`src/rtl/uart_rx_pkg.sv`:
```
// -----------------------------------------------------------------------------
// uart_rx_pkg
// Shared definitions for the UART receive controller.
//   - rx_state_t : receiver FSM state encoding
//   - DATA_BITS  : data bits per frame
//   - even_parity_err() : even-parity error of a data byte and its parity bit
// Optional feature macro used by the controller: UART_RX_PARITY_EN
// -----------------------------------------------------------------------------
package uart_rx_pkg;

  localparam int DATA_BITS = 8;

  typedef enum logic [2:0] {
    ST_IDLE      = 3'd0,
    ST_START_CHK = 3'd1,
    ST_DATA      = 3'd2,
    ST_PARITY    = 3'd3,
    ST_STOP      = 3'd4,
    ST_WAIT_HIGH = 3'd5
  } rx_state_t;

  // Even parity: the XOR of the data and the parity bit must be 0.
  function automatic logic even_parity_err(input logic [DATA_BITS-1:0] data,
                                           input logic                 par_bit);
    return (^data) ^ par_bit;
  endfunction

endpackage

```
`src/rtl/uart_bit_timer.sv`:
```
// -----------------------------------------------------------------------------
// uart_bit_timer
// Loadable down-counter that paces bit sampling. tc marks the cycle in which
// the count equals 1; the owner normally reloads on that cycle. A count of 0
// is parked and never produces tc.
// Ports:
//   clk     in   system clock, rising edge
//   rst     in   asynchronous active-high reset (count -> 0)
//   load    in   load loadVal on the next edge (takes priority over counting)
//   loadVal in   CNT_W value to load
//   tc      out  terminal count (count == 1)
// -----------------------------------------------------------------------------
module uart_bit_timer #(
  parameter int CNT_W = 16
) (
  input  logic             clk,
  input  logic             rst,
  input  logic             load,
  input  logic [CNT_W-1:0] loadVal,
  output logic             tc
);

  logic [CNT_W-1:0] count;

  // Counter register: load has priority, otherwise count down to 0 and park.
  always_ff @(posedge clk or posedge rst) begin
    if (rst) begin
      count <= {CNT_W{1'b0}};
    end else if (load) begin
      count <= loadVal;
    end else if (count != {CNT_W{1'b0}}) begin
      count <= count - {{(CNT_W-1){1'b0}}, 1'b1};
    end else begin
      count <= count;
    end
  end

  assign tc = (count == {{(CNT_W-1){1'b0}}, 1'b1});

endmodule

```
`src/rtl/uart_rx_controller.sv`:
```
// -----------------------------------------------------------------------------
// uart_rx_controller
// Receives 8N1 UART frames using a clocks-per-bit value supplied by the
// auto-baud block. Samples each bit at its centre, assembles data LSB-first,
// checks the stop bit and pulses UxRXIF once per received byte.
// Ports:
//   clk     in   system clock, rising edge
//   rst     in   asynchronous active-high reset
//   UxRX    in   raw serial line, idle high (synchronised internally)
//   brg     in   CNT_W clocks per bit; values below 2 block frame start
//   rxEn    in   receiver enable; low aborts any frame in progress
//   rxData  out  last received byte
//   UxRXIF  out  one-cycle pulse per received byte
//   FERR    out  stop bit was 0 in the last frame (updated with UxRXIF)
//   PERR    out  even-parity error of the last frame (UART_RX_PARITY_EN only)
//   busy    out  receiver is not idle
// Optional feature: define UART_RX_PARITY_EN to add an even-parity bit between
// the data bits and the stop bit (11-bit frame) and the PERR output.
// -----------------------------------------------------------------------------
module uart_rx_controller #(
  parameter int CNT_W     = 16,
  parameter int DATA_BITS = uart_rx_pkg::DATA_BITS
) (
  input  logic                 clk,
  input  logic                 rst,
  input  logic                 UxRX,
  input  logic [CNT_W-1:0]     brg,
  input  logic                 rxEn,
  output logic [DATA_BITS-1:0] rxData,
  output logic                 UxRXIF,
  output logic                 FERR,
`ifdef UART_RX_PARITY_EN
  output logic                 PERR,
`endif
  output logic                 busy
);

  import uart_rx_pkg::*;

  localparam int IDX_W = $clog2(DATA_BITS);

  logic                 sync1;
  logic                 rx_s;
  rx_state_t            state;
  rx_state_t            state_next;
  logic [DATA_BITS-1:0] shift;
  logic [IDX_W-1:0]     bit_idx;
  logic                 tc;
  logic                 timer_load;
  logic [CNT_W-1:0]     timer_val;
  logic                 shift_en;
  logic                 idx_clr;
  logic                 frame_done;
  logic                 last_bit;
`ifdef UART_RX_PARITY_EN
  logic                 par_capture;
  logic                 perr_pend;
`endif

  // Two-flop synchroniser; both flops reset to the idle line level.
  always_ff @(posedge clk or posedge rst) begin
    if (rst) begin
      sync1 <= 1'b1;
      rx_s  <= 1'b1;
    end else begin
      sync1 <= UxRX;
      rx_s  <= sync1;
    end
  end

  uart_bit_timer #(.CNT_W(CNT_W)) u_bit_timer (
    .clk     (clk),
    .rst     (rst),
    .load    (timer_load),
    .loadVal (timer_val),
    .tc      (tc)
  );

  assign last_bit = (bit_idx == IDX_W'(DATA_BITS - 1));

  // FSM state register.
  always_ff @(posedge clk or posedge rst) begin
    if (rst) begin
      state <= ST_IDLE;
    end else begin
      state <= state_next;
    end
  end

  // Next-state and control strobes. The timer reloads brg on every tc, which
  // picks up a changed brg at the next reload; only the start detection loads
  // half a bit so that later samples land mid-bit.
  always_comb begin
    state_next  = state;
    shift_en    = 1'b0;
    idx_clr     = 1'b0;
    frame_done  = 1'b0;
    timer_load  = tc;
    timer_val   = brg;
`ifdef UART_RX_PARITY_EN
    par_capture = 1'b0;
`endif
    case (state)
      ST_IDLE: begin
        if (rxEn && (brg >= CNT_W'(2)) && !rx_s) begin
          state_next = ST_START_CHK;
          timer_load = 1'b1;
          timer_val  = brg >> 1;
        end else begin
          state_next = ST_IDLE;
        end
      end
      ST_START_CHK: begin
        if (!rxEn) begin
          state_next = ST_IDLE;
        end else if (tc) begin
          if (rx_s) begin
            state_next = ST_IDLE;  // glitch, not a start bit
          end else begin
            state_next = ST_DATA;
            idx_clr    = 1'b1;
          end
        end else begin
          state_next = ST_START_CHK;
        end
      end
      ST_DATA: begin
        if (!rxEn) begin
          state_next = ST_IDLE;
        end else if (tc) begin
          shift_en = 1'b1;
          if (last_bit) begin
`ifdef UART_RX_PARITY_EN
            state_next = ST_PARITY;
`else
            state_next = ST_STOP;
`endif
          end else begin
            state_next = ST_DATA;
          end
        end else begin
          state_next = ST_DATA;
        end
      end
      ST_PARITY: begin
`ifdef UART_RX_PARITY_EN
        if (!rxEn) begin
          state_next = ST_IDLE;
        end else if (tc) begin
          par_capture = 1'b1;
          state_next  = ST_STOP;
        end else begin
          state_next = ST_PARITY;
        end
`else
        state_next = ST_IDLE;
`endif
      end
      ST_STOP: begin
        if (!rxEn) begin
          state_next = ST_IDLE;
        end else if (tc) begin
          frame_done = 1'b1;
          // A low stop bit may be a break; wait for the line to rise first.
          state_next = rx_s ? ST_IDLE : ST_WAIT_HIGH;
        end else begin
          state_next = ST_STOP;
        end
      end
      ST_WAIT_HIGH: begin
        if (!rxEn || rx_s) begin
          state_next = ST_IDLE;
        end else begin
          state_next = ST_WAIT_HIGH;
        end
      end
      default: begin
        state_next = ST_IDLE;
      end
    endcase
  end

  // Datapath and registered outputs. busy follows state_next so it is high
  // in exactly the cycles in which the state register is not Idle.
  always_ff @(posedge clk or posedge rst) begin
    if (rst) begin
      shift     <= {DATA_BITS{1'b0}};
      bit_idx   <= {IDX_W{1'b0}};
      rxData    <= {DATA_BITS{1'b0}};
      UxRXIF    <= 1'b0;
      FERR      <= 1'b0;
      busy      <= 1'b0;
`ifdef UART_RX_PARITY_EN
      PERR      <= 1'b0;
      perr_pend <= 1'b0;
`endif
    end else begin
      UxRXIF <= frame_done;
      busy   <= (state_next != ST_IDLE);
      if (idx_clr) begin
        bit_idx <= {IDX_W{1'b0}};
      end else if (shift_en) begin
        bit_idx <= bit_idx + {{(IDX_W-1){1'b0}}, 1'b1};
      end else begin
        bit_idx <= bit_idx;
      end
      if (shift_en) begin
        shift <= {rx_s, shift[DATA_BITS-1:1]};
      end else begin
        shift <= shift;
      end
`ifdef UART_RX_PARITY_EN
      if (par_capture) begin
        perr_pend <= even_parity_err(shift, rx_s);
      end else begin
        perr_pend <= perr_pend;
      end
`endif
      if (frame_done) begin
        rxData <= shift;
        FERR   <= ~rx_s;
`ifdef UART_RX_PARITY_EN
        PERR   <= perr_pend;
`endif
      end else begin
        rxData <= rxData;
        FERR   <= FERR;
`ifdef UART_RX_PARITY_EN
        PERR   <= PERR;
`endif
      end
    end
  end

endmodule

```
`config.mk`:
```
export PLATFORM = sky130hd
export DESIGN_NAME = uart_rx_controller
export DESIGN_NICKNAME = d
export VERILOG_FILES = /design/src/rtl/uart_rx_pkg.sv /design/src/rtl/uart_bit_timer.sv /design/src/rtl/uart_rx_controller.sv
export SDC_FILE = /design/constraint.sdc
export NUM_CORES = 1
export LEC_CHECK = 0
export BUFFER_PORTS_ARGS = -buffer_cell sky130_fd_sc_hd__buf_2
export CORE_MARGIN = 5
export CORE_UTILIZATION = 51
export DETAILED_ROUTE_END_ITERATION = 8
export PLACE_DENSITY = 0.8
export SYNTH_ARGS = -nofsm -noshare
export SYNTH_HDL_FRONTEND = slang
export SYNTH_SLANG_ARGS = --single-unit
```
`constraint.sdc`:
```
create_clock -name clk -period 2 [get_ports clk]
set_input_delay 0.4 -clock clk [delete_from_list [all_inputs] [get_ports clk]]
set_output_delay 0.4 -clock clk [all_outputs]
set_load 0.02 [all_outputs]
```
==> results of run 1 <==
cell families after synthesis:
logic type	after synthesis	share of synthesized area, %
mux	17	8.407
buf+inv	13	2.489
simple gates	105	24.78
xor+xnor	10	3.872
compound gates	36	10.01
flops	43	47.68
fa+ha+maj	5	2.765
routing by layer:
| layer | track usage, % | vias to the layer above | part of all wire (%) | wire length (um) |
|---|---|---|---|---|
| met5 | 0 | - | 0 | 0 |
| met4 | 9.615 | 0 | 2.2 | 149 |
| met3 | 5.201 | 21 | 6.9 | 470 |
| met2 | 33.30 | 122 | 51 | 3428 |
| met1 | 27.33 | 1083 | 40 | 2732 |
| li1 | - | 999 | - | - |
final cells by class:
cell class / instances / area, sq um
timing repair buffer: 85 / 613.1
inverter: 5 / 18.77
tap: 52 / 65.06
clock buffer: 5 / 68.82
clock inverter: 3 / 23.77
sequential: 43 / 1079
fill: 291 / 1135
multi-input combinational: 173 / 1321
layout by cell type, fill, tap and decap left out, types with 3 or more instances in the layout:
| cell | count |
|---|---|
| a21oi_1 | 4 |
| a31oi_1 | 10 |
| buf_2 | 30 |
| buf_4 | 46 |
| buf_6 | 6 |
| clkbuf_8 | 5 |
| dfrtp_1 | 41 |
| ha_1 | 4 |
| inv_1 | 3 |
| mux2_1 | 5 |
| mux2_4 | 10 |
| nand2_1 | 27 |
| nand2_2 | 4 |
| nand3_1 | 12 |
| nand3_2 | 6 |
| nor2_1 | 20 |
| nor3_1 | 6 |
| nor4_1 | 5 |
| o211ai_1 | 3 |
| o21ai_0 | 3 |
| o21ai_1 | 4 |
| or4_4 | 3 |
| xnor2_1 | 4 |
| xor2_1 | 3 |
repair_timing:
action                     CTS  global route
setup buffers                3             6
resized for setup           22            29
pin swaps                   12            18
setup endpoints to repair   36            40
power by group:
part / switching [mW] / leakage, nW / internal, mW / total [mW]
registers: 0.111 / 0.548 / 0.977 / 1.09
logic: 0.439 / 0.945 / 0.450 / 0.889
clock network: 0.334 / 0.0408 / 0.250 / 0.584
worst max-delay path: stages (launching register included):
cell and delay, ns:
dfrtp_1 0.39, or4_4 0.57, nor4b_4 0.35, and3_4 0.27
buf_6 0.12, nor3_4 0.04, or4_4 0.43
registers in the layout, indices dropped and copies added (netlist names):
signal	count
FERR	1
bit_idx	3
sync1	1
u_bit_timer.count	16
shift	8
busy	1
rx_s	1
UxRXIF	1
state	3
rxData	8
metrics by stage:
step	cell area (sq um)	TNS [ns]	hold slack (ns)	util, %
global placement	2835	-2.564	0.3459	65.57
floorplan	2297	-3.827	0.3452	-
global route	3189	-9.194	0.1856	73.76
finish	3189	-6.043	0.1909	73.76
CTS	3030	-5.512	0.1817	70.08
detailed placement	2835	-4.416	0.3525	65.57
worst paths after layout:
check                                      from  endpoint  slack [ns]  cells past startpoint
setup / recovery           u_bit_timer.count[9]      busy       -0.29                      6
hold / removal                             UxRX     sync1        0.19                      1
setup reg to reg           u_bit_timer.count[9]      busy       -0.29                      6
hold reg to reg                           sync1      rx_s        0.36                      0
max in group asynchronous                   rst     sync1        1.39                      3
min in group asynchronous                   rst  state[0]        0.22                      3
==> results.yml, run 1 <==
run_status:
  status: "finished, violations left"
  violations: "negative setup slack"
logic_synthesis:
  synth_area_leader_cell: "dfrtp_1"
  yosys-top-cells-area: "dfrtp_1 45%, nand2_1 5.1%, mux2_2 4.5%"
  synth-edff-count: 0
  synthDistinctLibCells: 43
  ys_top_cells_by_count: "41 x dfrtp_1, 31 x nand2_1, 21 x nor2_1, 17 x nand3_1, 11 x a31oi_1"
  syn_avg_cell_area_sq_um: 9.878
  syn_area_sq_um: 2262
  syn-instance-count: 229
  ys.flop_type: "dfrtp_1"
  yosysSeqAreaShare_pct: 47.68
  yosysMostFrequentCell: "dfrtp_1"
  ys_ff_latch: 43
  synth_fp_nets: 254
  synth_top_area_share_pct: 45.35
  postSynth.asyncResetShare_pct: 100.0
  ys_warn_count: 0
clock_network:
  clkTransAtPathRegs_ns: 0.10
  clock_insertion_delay_worst_skew_ns: 0.31
  postCtsHoldBufs: 0
  cts_buffer_depth: 2
  numCtsBuffers: 5
  h-tree-depth: 2
  clock-root-buffer: "clkbuf_8"
  cts_tree: "built"
  cts_sinks: 43
timing:
  min_period_ns: 2.289
  tightest_slew_ns: 0.5610
  setup_viol: 39
  clock_skew_ns: 0.01040
  rsz0062_at_grt: "yes"
  max_freq_mhz: 436.9
  drv_slew: 0
  worst_slack_ns: -0.2886
  hold_viol: 0
  slew_headroom_pct: 62.60
  final_min_period_over_clock_period_pct: 114.4
worst_setup_path:
  start_kind: "flip-flop"
  worstPathArrival_ns: 2.47
  required_ns: 2.19
  cp_max_fo: 3
  cp-end-kind: "flip-flop"
  critical_path_class: "reg2reg"
detailed_routing:
  via_count: 2225
  wl_per_cell_um: 18.53
  ant_nets: 0
  wirelength_um: 6781
  vias_per_cell: 6.079
  first_iter_violations: 217
  route.detailed.drc: 0
  dr.pass1.iters: 7
place:
  pre_cts_ws_ns: -0.2468
  post-place-cells: 350
  dp_hpwl_um: 4235
  place_congestion: 0.9132
  io_buffers: 30
hold_path:
  hold_path.class: "in2reg"
floorplan:
  die_w_um: 76.60
  initial_core_util_pct: 52.31
  rows: 24
  die_area_sq_um: 5868
  die_h_um: 76.60
  pin_count: 31
  core_area_sq_um: 4324
global_route:
  grtUsageTotal_pct: 21.14
  grt_pass1_vias: 2109
  overflow: 0
  antenna_found_initial: 0
  grt_pass1_wl_um: 10090
  grt_max_degree: 44
finish:
  areaGrowthSynthToFinish_pct: 40.98
  n_antenna_cell: 0
  drive_above_1_share_pct: 45.54
  nets: 338
  layout.cells.non_filler: 366
pwr:
  total_power_mw: 2.561
  max-vdd-ir-drop_v: 0.0005937
  powerDensity_nw_per_um2: 803.0
  leakage_nw: 1.534
flow_run:
  max-cap-violations: 0
No activity file was read; power rests on OpenSTA's default activity.
==> inputs of run 2 (changes only) <==
Settings changed: CORE_MARGIN 5 to not set, SETUP_SLACK_MARGIN set to 0.02.
==> run 2 against run 1 <==
  * The run still ends with negative setup slack left
  * Hold slack gained 0.0025 ns
  * Global-route usage increased by 9.0 points
  * Count of clock-buffer cells in the layout unchanged
  * Critical endpoint unchanged
  * Largest power group unchanged
==> results.yml, run 2 (synthesis results as in run 1) <==
run_status:
  status: "finished, violations left"
  violations: "negative setup slack"
worst_setup_path:
  reg2reg_slack_ns: -0.47
  cp_max_fo: 3
  start_kind: "flip-flop"
  worstRegToRegCells: 6
  critical_path_class: "reg2reg"
  cp-end-kind: "flip-flop"
  r2r-end: "busy"
  worstPathArrival_ns: 2.62
  required_ns: 2.15
  rr_startpoint: "u_bit_timer.count[6]"
finish:
  areaGrowthSynthToFinish_pct: 41.15
  final_cell_mix: "46 x buf_4, 41 x dfrtp_1, 30 x buf_2, 29 x nand2_1, 20 x nor2_1"
  layout.cells.non_filler: 367
  final_util_pct: 77.59
  final_common_cell: "buf_4"
  n_antenna_cell: 0
  drive_above_1_share_pct: 42.90
  largest_register_ff_count: 16
  biggestRegsByFlops: "u_bit_timer.count: 16 flops, rxData: 8 flops, shift: 8 flops"
  regMostFlops: "u_bit_timer.count"
  nets: 341
timing:
  drv_slew: 0
  tns_ns: -10.50
  slew_headroom_pct: 49.85
  rsz0062_at_grt: "yes"
  clock_skew_ns: 0.008323
  min_period_ns: 2.470
  final_min_period_over_clock_period_pct: 123.5
  max_freq_mhz: 404.9
  tightest_slew_ns: 0.7465
  hold_viol: 0
  worst_slack_ns: -0.4698
  setup_viol: 41
  hold_ws_ns: 0.1934
hold_path:
  min_path_cells: 1
  hold_path.class: "in2reg"
  min_from: "UxRX"
  min_to: "sync1"
pwr:
  seqPwrFrac_pct: 40.8
  max-vdd-ir-drop_v: 0.0006686
  swShare_pct: 32.96
  internal_power_mw: 1.766
  p_clk_share_pct: 26.2
  powerDensity_nw_per_um2: 825.1
  p_comb_share_pct: 33.0
  switchingPower_mw: 0.8684
  leakage_nw: 1.546
global_route:
  grtUsageTotal_pct: 30.13
  grt_max_degree: 44
  grt_pass1_vias: 2065
  antenna_found_initial: 0
  grt_pass1_wl_um: 9991
  overflow: 0
detailed_routing:
  ant_nets: 0
  first_iter_violations: 339
  vias_per_cell: 6.330
  dr.pass1.iters: 5
  wl_per_cell_um: 19.63
  via_count: 2323
  wirelength_um: 7206
  route.detailed.drc: 0
place:
  dp_hpwl_um: 4068
  post-place-cells: 343
  place_congestion: 0.9369
  io_buffers: 30
clock_network:
  clkTransAtPathRegs_ns: 0.09
  cts_sinks: 43
  cts_tree: "built"
  h-tree-depth: 2
  cts_buffer_depth: 2
  numCtsBuffers: 5
  clock-root-buffer: "clkbuf_8"
  clock_insertion_delay_worst_skew_ns: 0.30
floorplan:
  pin_count: 31
  die_area_sq_um: 4706
  initial_core_util_pct: 54.97
  die_h_um: 68.60
  core_area_sq_um: 4115
  die_w_um: 68.60
  rows: 23
flow_run:
  max-cap-violations: 0
## run 2: changes by cell type in the layout (fill, tap and decap cells not counted), sizes merged
cell / previous run / this run
buf: 85 / 88
clkinv: 0 / 2
clkinvlp: 2 / 0
bufinv: 0 / 1
inv: 6 / 5
## run 2: worst max path at each step
| stage | start | end | slack [ns] | cells past startpoint |
|---|---|---|---|---|
| finish | u_bit_timer.count[6] | busy | -0.47 | 6 |
| global route | u_bit_timer.count[6] | busy | -0.48 | 6 |
| CTS | u_bit_timer.count[5] | busy | -0.23 | 6 |
| detailed placement | u_bit_timer.count[0] | u_bit_timer.count[9] | -0.23 | 8 |
| global placement | u_bit_timer.count[15] | bit_idx[0] | -0.17 | 9 |
| floorplan | u_bit_timer.count[9] | busy | -0.23 | 6 |
## run 2: stage by stage
stage	power (mW)	setup WS (ns)	area, sq um
2_1_floorplan	1.459	-0.2255	2297
6_report	2.635	-0.4698	3193
4_1_cts	2.506	-0.2295	3018
3_5_place_dp	1.807	-0.2341	2783
5_1_grt	2.740	-0.4844	3193
3_3_place_gp	1.785	-0.1746	2783
## run 2: per-layer routing
layer,global-route usage [%],up-vias,wire (um)
met1,38.33,1118,2912
met5,0,-,0
met3,7.566,46,651
met2,46.94,164,3307
met4,15.89,0,333
li1,-,995,-
## run 2: area by class of cell
class                   instances  area (sq um)
multi-input cells             173          1286
flip-flops and latches         43          1079
fillers                       243         922.1
repair buffers                 88         634.4
clock buffers                   5         68.82
well taps                      50         62.56
clock inverters                 3         43.79
inverters                       5         18.77
## run 2: repair_timing
action	in CTS	in global routing
endpoints found under the setup margin	39	41
buffers inserted	6	8
resized for setup	20	27
pin swaps	9	15
gates cloned	1	1
hold buffers	0	0
## run 2: power by group through the flow
| stage | Clock (mW) | Combinational (mW) | Sequential [mW] |
|---|---|---|---|
| 5_1_grt | 0.733 | 0.923 | 1.08 |
| 2_1_floorplan | 0 | 0.351 | 1.11 |
| 6_report | 0.690 | 0.870 | 1.07 |
| 3_3_place_gp | 0 | 0.710 | 1.08 |
| 4_1_cts | 0.695 | 0.746 | 1.07 |
| 3_5_place_dp | 0 | 0.726 | 1.08 |
## run 2: worst max-delay path, stage by stage (launching register included)
cell	delay (ns)
dfrtp_1	0.40
or4_4	0.56
nor4b_4	0.36
nand3_2	0.17
nor2_2	0.16
o31ai_2	0.08
or4_1	0.57
